[src/rtl/timer_sched_pkg.sv]
// rtl/timer_sched_pkg.sv - shared definitions for the shared delay-timer scheduler
//
// Purpose: state encodings for the scheduler FSM and the round-robin pick
// function used by rr_arbiter. Request vectors are handled here at the
// maximum supported width (8) so the function needs no parameters.
package timer_sched_pkg;

  localparam int MAX_REQ = 8;

  typedef enum logic [1:0] {
    S_IDLE = 2'd0,
    S_RUN  = 2'd1,
    S_DONE = 2'd2
  } state_t;

  // First set bit of req at or after ptr, wrapping modulo n (n = active
  // requesters, 2..8). Bits of req at or above n must be zero.
  function automatic logic [2:0] rr_pick(input logic [7:0] req,
                                         input logic [2:0] ptr,
                                         input logic [3:0] n);
    logic [3:0] idx;
    logic       found;
    rr_pick = 3'd0;
    found   = 1'b0;
    for (int k = 0; k < MAX_REQ; k++) begin
      // ptr < n and k < n, so a single subtraction completes the wrap
      idx = {1'b0, ptr} + 4'(k);
      if (idx >= n) idx = idx - n;
      if (!found && (4'(k) < n) && req[idx[2:0]]) begin
        rr_pick = idx[2:0];
        found   = 1'b1;
      end
    end
  endfunction

endpackage

[src/rtl/shared_timer_sched_rr_arbiter.sv]
// rtl/shared_timer_sched_rr_arbiter.sv - round-robin arbiter with registered pointer
//
// Purpose: combinational winner selection starting at a registered pointer;
// the pointer moves to one past the last served requester on an update strobe.
// Ports:
//   clk, rst  clock, asynchronous active-high reset
//   req       level requests
//   upd       strobe: advance pointer past win
//   win       index of the requester just served or aborted
//   pick      combinational winner index for the current req/pointer
//   any       at least one request pending
module rr_arbiter
  import timer_sched_pkg::*;
#(
  parameter int N_REQ = 4
) (
  input  logic             clk,
  input  logic             rst,
  input  logic [N_REQ-1:0] req,
  input  logic             upd,
  input  logic [2:0]       win,
  output logic [2:0]       pick,
  output logic             any
);

  logic [2:0] ptr_q;
  logic [7:0] req_ext;

  always_comb begin
    req_ext            = '0;
    req_ext[N_REQ-1:0] = req;
  end

  assign pick = rr_pick(req_ext, ptr_q, 4'(N_REQ));
  assign any  = |req;

  always_ff @(posedge clk or posedge rst) begin
    if (rst) begin
      ptr_q <= 3'd0;
    end else if (upd) begin
      ptr_q <= (win == 3'(N_REQ - 1)) ? 3'd0 : win + 3'd1;
    end
  end

endmodule

[src/rtl/shared_timer_sched.sv]
// rtl/shared_timer_sched.sv - one delay timer shared round-robin between requesters
//
// Purpose: grants one requester at a time a one-shot window of max(len,1)
// cycles, then pulses its done flag. Dropping the request mid-window aborts
// it without a done pulse.
// Ports:
//   clk, rst  clock, asynchronous active-high reset
//   req       level request per requester, held until done
//   len       packed delay lengths, slice i = len[i*W +: W], sampled at grant
//   gnt       one-hot grant, high for the whole window
//   done      one-cycle completion pulse to the served requester
//   busy      a window (RUN or DONE) is in progress
module shared_timer_sched
  import timer_sched_pkg::*;
#(
  parameter int N_REQ = 4,
  parameter int W     = 16
) (
  input  logic               clk,
  input  logic               rst,
  input  logic [N_REQ-1:0]   req,
  input  logic [N_REQ*W-1:0] len,
  output logic [N_REQ-1:0]   gnt,
  output logic [N_REQ-1:0]   done,
  output logic               busy
);

  state_t           state_q, state_n;
  logic [2:0]       win_q, win_n;
  logic [W-1:0]     cnt_q, cnt_n;
  logic [N_REQ-1:0] gnt_q, gnt_n;
  logic [N_REQ-1:0] done_q, done_n;
  logic [7:0]       req_ext;
  logic [2:0]       pick;
  logic             any;
  logic             upd;
  logic [W-1:0]     len_sel;
  logic [N_REQ-1:0] pick_oh;
  logic [N_REQ-1:0] win_oh;

  rr_arbiter #(.N_REQ(N_REQ)) u_arb (
    .clk  (clk),
    .rst  (rst),
    .req  (req),
    .upd  (upd),
    .win  (win_q),
    .pick (pick),
    .any  (any)
  );

  always_comb begin
    req_ext            = '0;
    req_ext[N_REQ-1:0] = req;
  end

  always_comb begin
    len_sel = '0;
    pick_oh = '0;
    win_oh  = '0;
    for (int i = 0; i < N_REQ; i++) begin
      if (pick == 3'(i)) begin
        len_sel    = len[i*W +: W];
        pick_oh[i] = 1'b1;
      end
      if (win_q == 3'(i)) win_oh[i] = 1'b1;
    end
  end

  always_ff @(posedge clk or posedge rst) begin
    if (rst) begin
      state_q <= S_IDLE;
      win_q   <= 3'd0;
      cnt_q   <= '0;
      gnt_q   <= '0;
      done_q  <= '0;
    end else begin
      state_q <= state_n;
      win_q   <= win_n;
      cnt_q   <= cnt_n;
      gnt_q   <= gnt_n;
      done_q  <= done_n;
    end
  end

  always_comb begin
    state_n = state_q;
    win_n   = win_q;
    cnt_n   = cnt_q;
    gnt_n   = gnt_q;
    done_n  = '0;
    upd     = 1'b0;
    case (state_q)
      S_IDLE: begin
        gnt_n = '0;
        if (any) begin
          state_n = S_RUN;
          win_n   = pick;
          gnt_n   = pick_oh;
          // zero-length requests still get a one-cycle window
          cnt_n   = (len_sel == '0) ? W'(1) : len_sel;
        end
      end
      S_RUN: begin
        // abort takes priority over completion, even on the last cycle
        if (!req_ext[win_q]) begin
          state_n = S_IDLE;
          gnt_n   = '0;
          upd     = 1'b1;
        end else if (cnt_q == W'(1)) begin
          state_n = S_DONE;
          gnt_n   = '0;
          done_n  = win_oh;
        end else begin
          cnt_n = cnt_q - W'(1);
        end
      end
      S_DONE: begin
        state_n = S_IDLE;
        gnt_n   = '0;
        upd     = 1'b1;
      end
      default: begin
        state_n = S_IDLE;
        gnt_n   = '0;
      end
    endcase
  end

  assign gnt  = gnt_q;
  assign done = done_q;
  assign busy = (state_q != S_IDLE);

endmodule
[config.mk]
export PLATFORM = sky130hd
export DESIGN_NAME = shared_timer_sched
export DESIGN_NICKNAME = d
export VERILOG_FILES = /design/src/rtl/timer_sched_pkg.sv /design/src/rtl/shared_timer_sched_rr_arbiter.sv /design/src/rtl/shared_timer_sched.sv
export SDC_FILE = /design/constraint.sdc
export NUM_CORES = 1
export LEC_CHECK = 0
export ABC_CLOCK_PERIOD_IN_PS = 2900
export CORE_UTILIZATION = 58
export DETAILED_ROUTE_END_ITERATION = 12
export DONT_BUFFER_PORTS = 1
export PLACE_DENSITY_LB_ADDON = 0.15
export SYNTH_ARGS = -nofsm -noshare
export SYNTH_HDL_FRONTEND = slang
export SYNTH_SLANG_ARGS = --single-unit
[constraint.sdc]
create_clock -name clk -period 2.9 [get_ports clk]
set_input_delay 0.725 -clock clk [delete_from_list [all_inputs] [get_ports clk]]
set_output_delay 0.725 -clock clk [all_outputs]
set_load 0.005 [all_outputs]
==> impl_metrics.py <==
metrics = {
    "power_and_ir_drop": {
        "p_switching_w": 0.001813,
        "clkPwrFrac_pct": 10.3,
        "leakage_nw": 1.430,
        "ir_drop_uv": 680.8,
        "swShare_pct": 43.52,
        "cellPowerDensity_nw_per_um2": 1273,
        "seq_power_share_pct": 19.2,
        "internal_power_w": 0.002353,
        "combPwrFrac_pct": 70.5,
    },
    "global_routing": {
        "track_usage_pct": 24.88,
        "grt_pass1_vias": 2291,
        "grt_overflow": 0,
        "grt_max_degree": 47,
        "antenna_found_initial": 0,
        "grt_pass1_wl_um": 10260,
    },
    "routing": {
        "via_count": 2498,
        "drc": 0,
        "via_per_inst": 6.108,
        "wl_per_cell_um": 16.45,
        "ant_nets": 0,
        "firstDrtPassIters": 4,
        "wirelength_um": 6727,
        "drt_iter0_drc": 156,
    },
    "floorplanning": {
        "rows": 25,
        "die_w_um": 73.22,
        "die_h_um": 73.22,
        "initial_core_util_pct": 61.46,
        "ios": 79,
        "core_area_um2": 4786,
        "dieArea_um2": 5360,
    },
    "clocking": {
        "cts_tree": "yes",
        "h-tree-depth": 2,
        "clk_pin_slew_ns": 0.07,
        "clock_path_buffers": 2,
        "root_buffer": "clkbuf_8",
        "ctsHoldBuffers": 0,
        "insertion_delay_ns": 0.29,
        "cts.sinks": 32,
        "cts_inserted_buffers": 5,
    },
    "sta": {
        "slew_headroom_pct": 57.42,
        "hold_slack_ns": 0.4006,
        "finClkSkew_ns": 0.006693,
        "finalCritPeriodShare_pct": 97.31,
        "finalHoldViolations": 0,
        "setup_violations": 0,
        "rsz0062_at_grt": "true",
        "slew_viol_final": 0,
        "fmax_mhz": 354.4,
        "worst-slew-pin-transition_ns": 0.6320,
        "fin_crit_ns": 2.822,
        "finalSetupTns_ns": 0,
    },
    "critical_path": {
        "crit_required_ns": 3.12,
        "critPathMaxFanout": 10,
        "crit_start": "u_arb.ptr_q[0]",
        "worstPathArrival_ns": 3.05,
        "startpoint_type": "flip-flop",
        "r2r_start": "u_arb.ptr_q[0]",
        "critical_path_class": "reg2reg",
        "end_kind": "flip-flop",
    },
    "logic_synthesis": {
        "ys_seq_elements": 32,
        "yosysUniqueCellTypes": 49,
        "yosysSeqAreaShare_pct": 27.22,
        "async_flop_share_pct": 100.0,
        "ys_warn_count": 0,
        "synthFlopType": "dfrtp_1",
        "syn_nets": 412,
        "synth_area_um2": 2942,
        "yosysMostFrequentCell": "mux2i_1",
        "yosys-top-cells-count": "mux2i_1 (53), dfrtp_1 (32), a21oi_1 (30)",
        "synth_area_leader_cell": "dfrtp_1",
        "ys_top_cells_by_area": "dfrtp_1 (27%), mux2i_1 (18%), a21oi_1 (5.1%)",
        "syn_inst": 331,
        "synth.top_cell.area_share_pct": 27.22,
        "synth-edff-count": 0,
        "avgSynthCellArea_um2": 8.887,
    },
    "placed_design": {
        "dpl.hpwl_um": 4951,
        "io_buffers": 0,
        "gp_congestion": 0.8316,
        "dp.cells": 388,
    },
    "layout": {
        "diodes": 0,
        "area_delta_synth_final_pct": 11.27,
        "final_cells": 409,
        "fin_nets": 422,
        "drive_gt1_share_pct": 17.84,
    },
    "run": {
        "max_cap_viol_count": 0,
    },
    "outcome": {
        "status": "finished, final reports clean",
    },
    "hold_path": {
        "hold_path.class": "in2async",
    },
}
[power by group through the flow]
stage	sequential (W)	clock, W	combinational, W
detailed placement	0.000802	0	0.00255
global placement	0.000795	0	0.00251
CTS	0.000795	0.000436	0.00260
finish	0.000799	0.000430	0.00294
global route	0.000826	0.000458	0.00318
floorplan	0.000758	0	0.00220
[timing repair]
| action | in CTS | in global routing |
|---|---|---|
| pin swaps | 1 | 6 |
| gates cloned | 0 | 1 |
| setup buffers | 2 | 11 |
| resized for setup | 0 | 12 |
| endpoints found under the setup margin | 8 | 2 |
[layer usage]
metal  part of all wire [%]  vias to the layer above  track usage [%]
met5                      0                        -                0
met4                    1.6                        0            8.497
met3                    3.9                       11            4.972
met2                     53                       73            42.90
met1                     41                     1185            30.84
li1                       -                     1229                -
[sequential cells by signal, summed over array words and instances, names as in the netlist]
signal,count
cnt_q,16
u_arb.ptr_q,3
win_q,3
gnt,4
state_q,2
done,4
[critical path, stage by stage (launching register included)]
cell and delay [ns]:
dfrtp_1 0.41, inv_4 0.06, ha_4 0.29, buf_4 0.11, mux2_2 0.33, a21oi_1 0.13
a21oi_1 0.07, or3_4 0.38, a21oi_4 0.16, buf_12 0.16, mux2_2 0.38, o22ai_1 0.14
a22o_1 0.15
[cells by family (layout without fill, tap and decap cells)]
logic type	Yosys count	after routing	synth area share [%]
AO/OA/AOI/OAI	76	76	17.74
XOR/XNOR	1	1	0.2978
adder cells (fa/ha/maj)	11	11	4.679
buffers and inverters	37	48	7.741
flip-flops	32	32	27.22
multiplexers	62	62	22.63
AND/OR/NAND/NOR	112	112	19.69
[through the flow]
step | area, um2 | worst slack (ns) | utilization [%] | total power (W)
global route | 3273 | -0.04251 | 68.39 | 0.004467
detailed placement | 3000 | -0.1101 | 62.69 | 0.003353
global placement | 3000 | -0.04070 | 62.69 | 0.003302
floorplan | 2979 | -0.02075 | - | 0.002962
CTS | 3127 | 0.006746 | 65.33 | 0.003830
finish | 3273 | 0.07801 | 68.39 | 0.004167
[cells in the final DEF, fill, tap and decap left out, types with 3 or more instances in the layout]
master    instances
a21oi_1          27
a22o_1            5
and2_1            4
buf_12            3
buf_4            20
clkbuf_8          5
dfrtp_1          32
ha_1             10
inv_1            12
mux2_2            5
mux2i_1          51
mux4_2            3
nand2_1          29
nand2b_1          5
nand3_1           9
nor2_1           22
nor2b_1           3
nor3_1            8
nor3b_1           3
nor4_1            4
o21ai_0          15
o22ai_1           6
o31ai_1           4
or3_1             9
or4_1             7
[worst paths after layout]
| check | endpoint | slack [ns] | cells after the start |
|---|---|---|---|
| max | cnt_q[14] | 0.08 | 12 |
| min | cnt_q[9] | 0.40 | 2 |
| max reg2reg | cnt_q[14] | 0.08 | 12 |
| min reg2reg | cnt_q[14] | 0.50 | 1 |
| max in group asynchronous | u_arb.ptr_q[2] | 2.19 | 2 |
| min in group clk | cnt_q[14] | 0.50 | 1 |
[area by class of cell]
type / instances / area (um2)
Fill cell: 381 / 1513
Clock buffer: 5 / 68.82
Multi-Input combinational cell: 262 / 1964
Tap cell: 67 / 83.83
Sequential cell: 32 / 800.8
Inverter: 14 / 55.05
Clock inverter: 3 / 42.54
Timing Repair Buffer: 26 / 257.7
(Power assumes the default switching activity.)
